$ cat src/rtl/lwe_op_sequencer.sv
// lwe_op_sequencer: address/beat sequencer for the LWE ciphertext datapath.
// Accepts one descriptor (cfg_valid/cfg_ready), then walks op1/op2/out
// memories LANES elements per beat, driving en/row/op_select to the datapath.
// Ports: clk, rst_n (sync, active-low); cfg_valid/cfg_ready, opcode,
// op1_base/op2_base/out_base, length; stall, abort; opcode_out, op1_addr,
// op2_addr, out_addr, row, op_select, en, busy, done.
module lwe_op_sequencer #(
  parameter int ADDR_WIDTH = 10,
  parameter int LEN_WIDTH  = 6,
  parameter int ROW_WIDTH  = 7,
  parameter int LANES      = 1
) (
  input  logic                  clk,
  input  logic                  rst_n,
  input  logic                  cfg_valid,
  output logic                  cfg_ready,
  input  logic [1:0]            opcode,
  input  logic [ADDR_WIDTH-1:0] op1_base,
  input  logic [ADDR_WIDTH-1:0] op2_base,
  input  logic [ADDR_WIDTH-1:0] out_base,
  input  logic [LEN_WIDTH-1:0]  length,
  input  logic                  stall,
  input  logic                  abort,
  output logic [1:0]            opcode_out,
  output logic [ADDR_WIDTH-1:0] op1_addr,
  output logic [ADDR_WIDTH-1:0] op2_addr,
  output logic [ADDR_WIDTH-1:0] out_addr,
  output logic [ROW_WIDTH-1:0]  row,
  output logic                  op_select,
  output logic                  en,
  output logic                  busy,
  output logic                  done
);

  typedef enum logic [1:0] {
    S_IDLE,
    S_RUN,
    S_MULT2,
    S_DONE
  } state_t;

  localparam logic [1:0] OP_ADD  = 2'd2;
  localparam logic [1:0] OP_MULT = 2'd3;

  localparam logic [ADDR_WIDTH-1:0] STEP  = ADDR_WIDTH'(LANES);
  localparam logic [LEN_WIDTH-1:0]  L_ONE = LEN_WIDTH'(1);
  localparam logic [ROW_WIDTH-1:0]  R_ONE = ROW_WIDTH'(1);

  state_t                state_q;
  logic [1:0]            opcode_q;
  logic [ADDR_WIDTH-1:0] op1_q, op2_q, out_q;
  logic [ROW_WIDTH-1:0]  row_q;
  logic [LEN_WIDTH-1:0]  cnt_q, len_q;
  logic                  sel_q, en_q, done_q;

  logic last_beat;
  logic is_mult;

  assign last_beat = (cnt_q == len_q - L_ONE);
  assign is_mult   = (opcode_q == OP_MULT);

  assign cfg_ready  = (state_q == S_IDLE);
  assign busy       = (state_q != S_IDLE);
  assign opcode_out = opcode_q;
  assign op1_addr   = op1_q;
  assign op2_addr   = op2_q;
  assign out_addr   = out_q;
  assign row        = row_q;
  assign op_select  = sel_q;
  assign en         = en_q;
  assign done       = done_q;

  always_ff @(posedge clk) begin
    if (!rst_n) begin
      state_q  <= S_IDLE;
      opcode_q <= '0;
      op1_q    <= '0;
      op2_q    <= '0;
      out_q    <= '0;
      row_q    <= '0;
      cnt_q    <= '0;
      len_q    <= '0;
      sel_q    <= 1'b0;
      en_q     <= 1'b0;
      done_q   <= 1'b0;
    end else begin
      done_q <= 1'b0;
      unique case (state_q)
        S_IDLE: begin
          if (cfg_valid) begin
            opcode_q <= opcode;
            len_q    <= length;
            op1_q    <= op1_base;
            op2_q    <= op2_base;
            out_q    <= out_base;
            row_q    <= '0;
            sel_q    <= 1'b0;
            cnt_q    <= '0;
            if (length != '0) begin
              state_q <= S_RUN;
              en_q    <= 1'b1;
            end else begin
              state_q <= S_DONE;
              done_q  <= 1'b1;
            end
          end
        end
        S_RUN, S_MULT2: begin
          if (abort) begin
            state_q <= S_IDLE;
            en_q    <= 1'b0;
            sel_q   <= 1'b0;
          end else if (!stall) begin
            if (!last_beat) begin
              cnt_q <= cnt_q + L_ONE;
              if (opcode_q == OP_ADD) begin
                op1_q <= op1_q + STEP;
                op2_q <= op2_q + STEP;
                out_q <= out_q + STEP;
              end else if (!is_mult) begin
                op1_q <= op1_q + STEP;
                op2_q <= op2_q + STEP;
                row_q <= row_q + R_ONE;
              end else if (state_q == S_RUN) begin
                op1_q <= op1_q + STEP;
                out_q <= out_q + STEP;
                row_q <= row_q + R_ONE;
              end else begin
                op2_q <= op2_q + STEP;
                out_q <= out_q + STEP;
                row_q <= row_q + R_ONE;
              end
            end else if (state_q == S_RUN && is_mult) begin
              // second MULT sweep: op2 still sits at its base
              state_q <= S_MULT2;
              sel_q   <= 1'b1;
              cnt_q   <= '0;
              out_q   <= out_q + STEP;
              row_q   <= row_q + R_ONE;
            end else begin
              state_q <= S_DONE;
              en_q    <= 1'b0;
              done_q  <= 1'b1;
            end
          end
        end
        S_DONE: begin
          state_q <= S_IDLE;
        end
        default: begin
          state_q <= S_IDLE;
        end
      endcase
    end
  end

endmodule

$ cat config.mk
export PLATFORM = sky130hd
export DESIGN_NAME = lwe_op_sequencer
export DESIGN_NICKNAME = d
export VERILOG_FILES = /design/src/rtl/lwe_op_sequencer.sv
export SDC_FILE = /design/constraint.sdc
export NUM_CORES = 1
export LEC_CHECK = 0
export ABC_AREA = 0
export CAP_MARGIN = 30
export CORE_MARGIN = 2
export CORE_UTILIZATION = 53
export DETAILED_ROUTE_END_ITERATION = 10
export GPL_ROUTABILITY_DRIVEN = 0
export PLACE_DENSITY = 0.95
export SLEW_MARGIN = 40
export SYNTH_ARGS = -nofsm -noshare
export SYNTH_HDL_FRONTEND = slang
export SYNTH_SLANG_ARGS = --single-unit
$ cat constraint.sdc
create_clock -name clk -period 6.3 [get_ports clk]
set_input_delay 1.26 -clock clk [delete_from_list [all_inputs] [get_ports clk]]
set_output_delay 1.26 -clock clk [all_outputs]
set_load 0.05 [all_outputs]
==> impl_results.md, run 1 <==
- Setup_tns: 0 ps
- Via count: 3,650
- Max Clock Freq: 299 MHz
- First DRT Iteration DRCs: 323
- Time the worst path needs with I/O delays and setup: 3350 ps
- Post-route fraction of the period consumed by the critical path: 53.2%
- Largest driver fanout on the critical path: 52
- Final core utilization: 72.5%
- Site Rows: 28
- Global-route congestion overflow total: 0
- Hold/Removal Path Class: register to register
- Critical path arrival: 3590 ps
- Slew Limit Headroom: 45.7%
- Mux contribution to synthesized area: 1.55%
- Sequential-to-total area share from yosys stat: 33.8%
- TritonCTS clock tree: built
- Start point of the worst min-delay path: len_q[5]$_SDFFE_PN0P_
- Yosys Warn Count: 0
- Cell area power density: 528 nW/um^2
- Cells on worst reg2reg path: 9
- Final setup viols: 0
- Pre-antenna DRT Iters: 6
- Result of the run: complete, no violations
- Number of flip-flops and latches in the synthesized netlist: 56
- Via density per instance: 6.22
- XOR/XNOR share of the synthesized area: 2.38%
- Post-detailed-route count of antenna-violating nets: 0
- Simple-gate share of the synthesized area: 25.4%
- Area grow syn2layout: 31.0%
- Max Cap Viol: 0
- Post-Synthesis Cells: 440
- Wire length after detailed routing: 9570 um
- Wire length of the first global-routing pass: 15,800 um
- Netlist cell types: 55
- Setup repair after global routing missed its margin: no
- Cell at the root of the clock tree: clkbuf_8
- Largest net degree at the start of global routing: 53
- Worst setup skew after layout: 10.7 ps
- Endpoint of the worst hold-timing path: len_q[5]$_SDFFE_PN0P_
- Number of port buffers: 86
- Number of endpoints with negative hold slack in the final report: 0
- Nets: 566
- Number of antenna violations at the first check in global routing: 0
- R2R Setup Slk: 3140 ps
- Avg WL per Cell: 16.3 um
- Compound-Gate Fraction of Synth Area: 27.9%
- Worst reg2reg startpoint: state_q[0]$_SDFFE_PN0P_
- Proportion of layout cells with a drive suffix above 1: 6.05%
- Required time at the worst-slack endpoint: 6540 ps
- Reg-to-reg critical path endpoint: out_addr[0]$_SDFFE_PN0P_
- Number of gates resized after CTS: 0
- Effective utilization at floorplan: 55.3%
- Maximum vdd drop: 0.405 mV
- Type of destination of the critical path: register
- Count of unresolved DRC violations after routing: 0
- TritonCTS Sinks: 56
- Total die area: 6900 sq um
- Cell-by-cell trace of the critical path: clkdlybuf4s50_1, buf_4, inv_1, a31oi_1, o31ai_1, a21oi_1
- CTS Buf Count: 5
- # hold bufs at CTS: 0
- I/O pin count: 87
- Hold Path Depth: 2
- Cell Area, Synth: 3310 sq um
- Number of enable flip-flop cells after synthesis: 0
- Max incr delay on CP: 510 ps
- Worst Path Class, Setup: input port to register
- Setup slack after placement: 2710 ps
- Synthesized-area fraction occupied by adder cells: 4.15%
- CTS clock-pin slew for the worst setup and hold paths: 100 ps
- Category of the worst setup path launch point: input port
- Share of flip-flops with an asynchronous set or reset: 0%
- Post-route worst setup slack: 2950 ps
- Post-synth net total: 494
- Die X: 83.1 um
- Pin slew with the least headroom to its limit: 813 ps
- Slew Viols, Final: 0
- Syn_area_per_cell: 7.53 sq um
- Max clock buf depth: 2
- Leakage power figure: 1.52 nW
- Buffers inserted during post-CTS setup optimization: 0
- Aggregate global-route resource usage: 26.8%
- Number of antenna diodes: 0
- Number of levels in the clock H-tree: 2
- Insertion delay to the later sink of the worst-skew pair: 320 ps
- HPWL after detailed placement: 6530 um
- Height of the die: 83.1 um
- Core footprint: 5990 sq um
- Number of global-route vias before repair: 3,381
- Dominant register cell in the synthesized netlist: dfxtp_1
- Main combinational cell family by area after synthesis: compound AO/OA/AOI/OAI gates
- Cell type of the slowest stage on the worst timing path: a31oi_1
-- cells by family after synthesis --
family                     after synthesis
and+or+nand+nor                        179
AOI/OAI and AO/OA                      140
adders and majority gates               11
buffers and inverters                   40
xor gates and xnor gates                 9
muxes                                    5
DFF                                     56
-- worst max-delay path, delay by kind of cell --
kind,cells,cell delay [ps]
buffers and inverters,3,1360
AOI/OAI and AO/OA,3,970
-- cell usage in the layout, fill, tap and decap left out, types with 3 or more instances in the layout --
cell,count
a21o_1,5
a21oi_1,41
a2bb2oi_1,5
a31oi_1,9
clkbuf_8,5
clkdlybuf4s50_1,86
dfxtp_1,56
ha_1,10
inv_1,16
mux2i_1,4
nand2_1,83
nand2b_1,3
nand3_1,25
nand4_1,4
nor2_1,15
nor2b_1,8
nor3_1,18
o21ai_0,22
o221a_2,3
o22ai_1,17
o31ai_1,15
o32ai_1,5
or2_2,6
or4_1,3
xnor2_1,5
xor2_1,4
-- metal layers --
metal  vias to the layer above  wire length, um  global-route usage, %
met5                         -                0                      0
met4                         0              291                   11.3
met3                        31              695                   5.86
met2                       189             4690                   44.2
met1                      1679             3890                   33.6
li1                       1751                -                      -
-- worst max-delay path by stage --
stage,from,to,cells after the start
after floorplan,abort,row[4]$_SDFFE_PN0P_,6
after global placement,abort,out_addr[0]$_SDFFE_PN0P_,7
after detailed placement,rst_n,cnt_q[5]$_SDFFE_PN0P_,6
after CTS,state_q[0]$_SDFFE_PN0P_,out_addr[0]$_SDFFE_PN0P_,9
after global routing,rst_n,cnt_q[5]$_SDFFE_PN0P_,6
final,rst_n,cnt_q[5]$_SDFFE_PN0P_,6
-- synth_stat cells (all sizes together) (3+ instances only) --
cell,count,area share [%]
a21o,5,1.1
a21oi,41,6.2
a2bb2oi,5,1.3
a31oi,9,1.7
buf,5,0.83
clkbuf,18,2.0
dfxtp,56,34
ha,11,4.2
inv,17,1.9
mux2i,4,1.2
nand2,83,9.4
nand2b,3,0.57
nand3,25,3.8
nand4,4,0.75
nor2,16,1.8
nor2b,8,1.5
nor3,18,2.7
o21ai,22,3.3
o221a,3,1.0
o22ai,17,3.2
o31ai,17,4.2
o32ai,5,1.3
or2,6,1.1
or3,4,0.98
or4,3,0.68
xnor2,5,1.3
xor2,4,1.1
-- flip-flops by register name (all words and copies together) (netlist names) --
register	flops
state_q	2
en	1
cnt_q	6
opcode_out	2
op2_addr	10
row	7
op1_addr	10
len_q	6
out_addr	10
op_select	1
done	1
-- metrics by stage --
| stage | hold slack (ps) | instances | power [mW] | area, sq um |
|---|---|---|---|---|
| global placement | 456 | 580 | 1.92 | 4190 |
| detailed placement | 472 | 580 | 1.98 | 4210 |
| floorplan | 448 | 440 | 1.60 | 3310 |
| CTS | 486 | 587 | 2.27 | 4340 |
| global route | 514 | 587 | 2.42 | 4340 |
| finish | 481 | 587 | 2.29 | 4340 |
-- report_power, final --
part / internal, mW / switching (mW)
clock network: 0.157 / 0.121
logic: 0.476 / 0.943
registers: 0.462 / 0.133
-- cell type report --
| type | instances | area (sq um) |
|---|---|---|
| Clock inverter | 2 | 60.1 |
| Tap cell | 75 | 93.8 |
| Multi-Input combinational cell | 344 | 2060 |
| Fill cell | 426 | 1650 |
| Clock buffer | 5 | 68.8 |
| Timing Repair Buffer | 88 | 876 |
| Sequential cell | 56 | 1120 |
| Inverter | 17 | 63.8 |
Power figures use the tool's default switching activity.
==> run 2, diff against run 1 <==
- CORE_UTILIZATION: 53 -> 44
- PLACE_DENSITY: 0.95 -> 0.85
- clock period: 6.3 -> 3.01 ns (I/O delays scaled with it)
==> impl_results.md, run 2 (same netlist as run 1, synthesis figures left out) <==
- Result of the run: complete, no violations (unchanged)
- Worst setup path startpoint: len_q[0]$_SDFFE_PN0P_ (was rst_n)
- Core footprint: 7290 sq um (was 5990 sq um)
- CTS clock-pin slew for the worst setup and hold paths: 100 ps (about the same)
- Leakage power figure: 1.54 nW (was 1.52 nW)
- Global-route congestion overflow total: 0 (unchanged)
- Proportion of layout cells with a drive suffix above 1: 7.14% (was 6.05%)
- Avg WL per Cell: 14.8 um (was 16.3 um)
- Number of levels in the clock H-tree: 2 (unchanged)
- Highest routed layer: met4 (unchanged)
- Worst setup skew after layout: 11.7 ps (was 10.7 ps)
- Nets: 571 (was 566)
- Pre-antenna DRT Iters: 5 (was 6)
- Pin slew with the least headroom to its limit: 721 ps (was 813 ps)
- Post-detailed-route count of antenna-violating nets: 0 (unchanged)
- Via density per instance: 5.80 (was 6.22)
- Top library cells by usage in the layout, fill and taps aside: 85 x clkdlybuf4s50_1, 83 x nand2_1, 56 x dfxtp_1 (was 86 x clkdlybuf4s50_1, 83 x nand2_1, 56 x dfxtp_1)
- Hold/Removal Path Class: register to register (unchanged)
- TritonCTS Sinks: 56 (unchanged)
- Worst reg2reg startpoint: len_q[0]$_SDFFE_PN0P_ (was state_q[0]$_SDFFE_PN0P_)
- Setup slack after placement: 228 ps (was 2710 ps)
- Via count: 3,578 (was 3,650)
- Maximum vdd drop: 0.589 mV (was 0.405 mV)
- Max Clock Freq: 361 MHz
- Type of destination of the critical path: register (unchanged)
- Site Rows: 31 (was 28)
- Aggregate global-route resource usage: 22.2% (was 26.8%)
- Post-route worst setup slack: 237 ps (was 2950 ps)
- Max Cap Viol: 0 (unchanged)
- Routed met1 length: 4100 um (was 3890 um)
- CTS Buf Count: 5 (unchanged)
- Largest net degree at the start of global routing: 52 (was 53)
- Slew Limit Headroom: 51.9% (was 45.7%)
- Amount of wire on met3 after detailed routing: 387 um (was 695 um)
- Wire length of the first global-routing pass: 15,400 um (was 15,800 um)
- Cell area power density: 1070 nW/um^2 (was 528 nW/um^2)
- Total die area: 8240 sq um (was 6900 sq um)
- Number of endpoints with negative hold slack in the final report: 0 (unchanged)
- Count of unresolved DRC violations after routing: 0 (unchanged)
- R2R Setup Slk: 240 ps (was 3140 ps)
- Pwr Total: 4.71 mW (was 2.29 mW)
- # hold bufs at CTS: 0 (unchanged)
- Max clock buf depth: 2 (unchanged)
- Final setup viols: 0 (unchanged)
- Time the worst path needs with I/O delays and setup: 2770 ps
- Slew Viols, Final: 0 (unchanged)
- Number of global-route vias before repair: 3,216 (was 3,381)
- Buffers inserted during post-CTS setup optimization: 0 (unchanged)
- Number of antenna violations at the first check in global routing: 0 (unchanged)
- Critical path arrival: 3000 ps (was 3590 ps)
- First DRT Iteration DRCs: 174 (was 323)
- Number of antenna diodes: 0 (unchanged)
- Insertion delay to the later sink of the worst-skew pair: 320 ps (about the same)
- Required time at the worst-slack endpoint: 3240 ps (was 6540 ps)
- Most frequent standard cell in the layout excluding fill and tap cells: clkdlybuf4s50_1 (unchanged)
- Setup_tns: 0 ps (unchanged)
- Cell at the root of the clock tree: clkbuf_8 (unchanged)
- Area grow syn2layout: 32.4% (was 31.0%)
- Filler Cell Count: 661 (was 426)
- Effective utilization at floorplan: 45.5% (was 55.3%)
- Start point of the worst min-delay path: len_q[5]$_SDFFE_PN0P_ (unchanged)
- Category of the worst setup path launch point: register (was input port)
- HPWL after detailed placement: 6650 um (was 6530 um)
- WL met2: 4470 um (was 4690 um)
- Number of gates resized after CTS: 0 (unchanged)
- Die X: 90.8 um (was 83.1 um)
- Worst Path Class, Setup: register to register (was input port to register)
- Wire length after detailed routing: 9140 um (was 9570 um)
- Number of port buffers: 86 (unchanged)
- Largest driver fanout on the critical path: 5 (was 52)
- I/O pin count: 87 (unchanged)
- TritonCTS clock tree: built (unchanged)
- Height of the die: 90.8 um (was 83.1 um)
- Post-route fraction of the period consumed by the critical path: 92.1%
- Setup repair after global routing missed its margin: no (unchanged)
run 2: cell types whose count changed in the layout (fill, tap and decap cells not counted), sizes merged:
cell / before / now
clkinv: 0 / 2
buf: 2 / 8
clkdlybuf4s50: 86 / 85
bufinv: 2 / 1
run 2: where the power goes:
part           internal, mW  switching, mW
logic                  1.01           1.94
registers             0.966          0.271
clock network         0.251          0.270
run 2: final cells by class:
cell class	instances	area (sq um)	area share (%)
tap	99	124	2.82
clock buffer	5	68.8	1.57
timing repair buffer	93	908	20.7
multi-input combinational	344	2050	46.8
sequential	56	1120	25.5
clock inverter	3	47.5	1.08
inverter	17	63.8	1.45
run 2: per-layer routing:
layer	vias to the layer above	track usage (%)
met5	-	0
met1	1691	29.2
met4	0	8.08
li1	1764	-
met2	104	37.1
met3	19	3.09
run 2: metrics by stage:
stage | cells | util [%] | instance area, sq um | hold slack [ps]
after floorplan | 440 | - | 3310 | 448
after global placement | 609 | 58.3 | 4250 | 462
after detailed placement | 609 | 58.6 | 4270 | 474
after CTS | 617 | 60.2 | 4390 | 487
after global routing | 617 | 60.2 | 4390 | 523
final | 617 | 60.2 | 4390 | 489
run 2: path summary, 6_finish.rpt:
kind	endpoint	depth (start not counted)
min reg2reg	len_q[5]$_SDFFE_PN0P_	2
max reg2reg	state_q[0]$_SDFFE_PN0P_	6
min	len_q[5]$_SDFFE_PN0P_	2
max	state_q[0]$_SDFFE_PN0P_	6
run 2: worst max-delay path, stage by stage (launching register included):
cell      delay [ps]
dfxtp_1          360
or4_1            550
o21ai_0          310
nand4_1          340
nor3_1           600
o21ai_0          220
a221oi_1         300
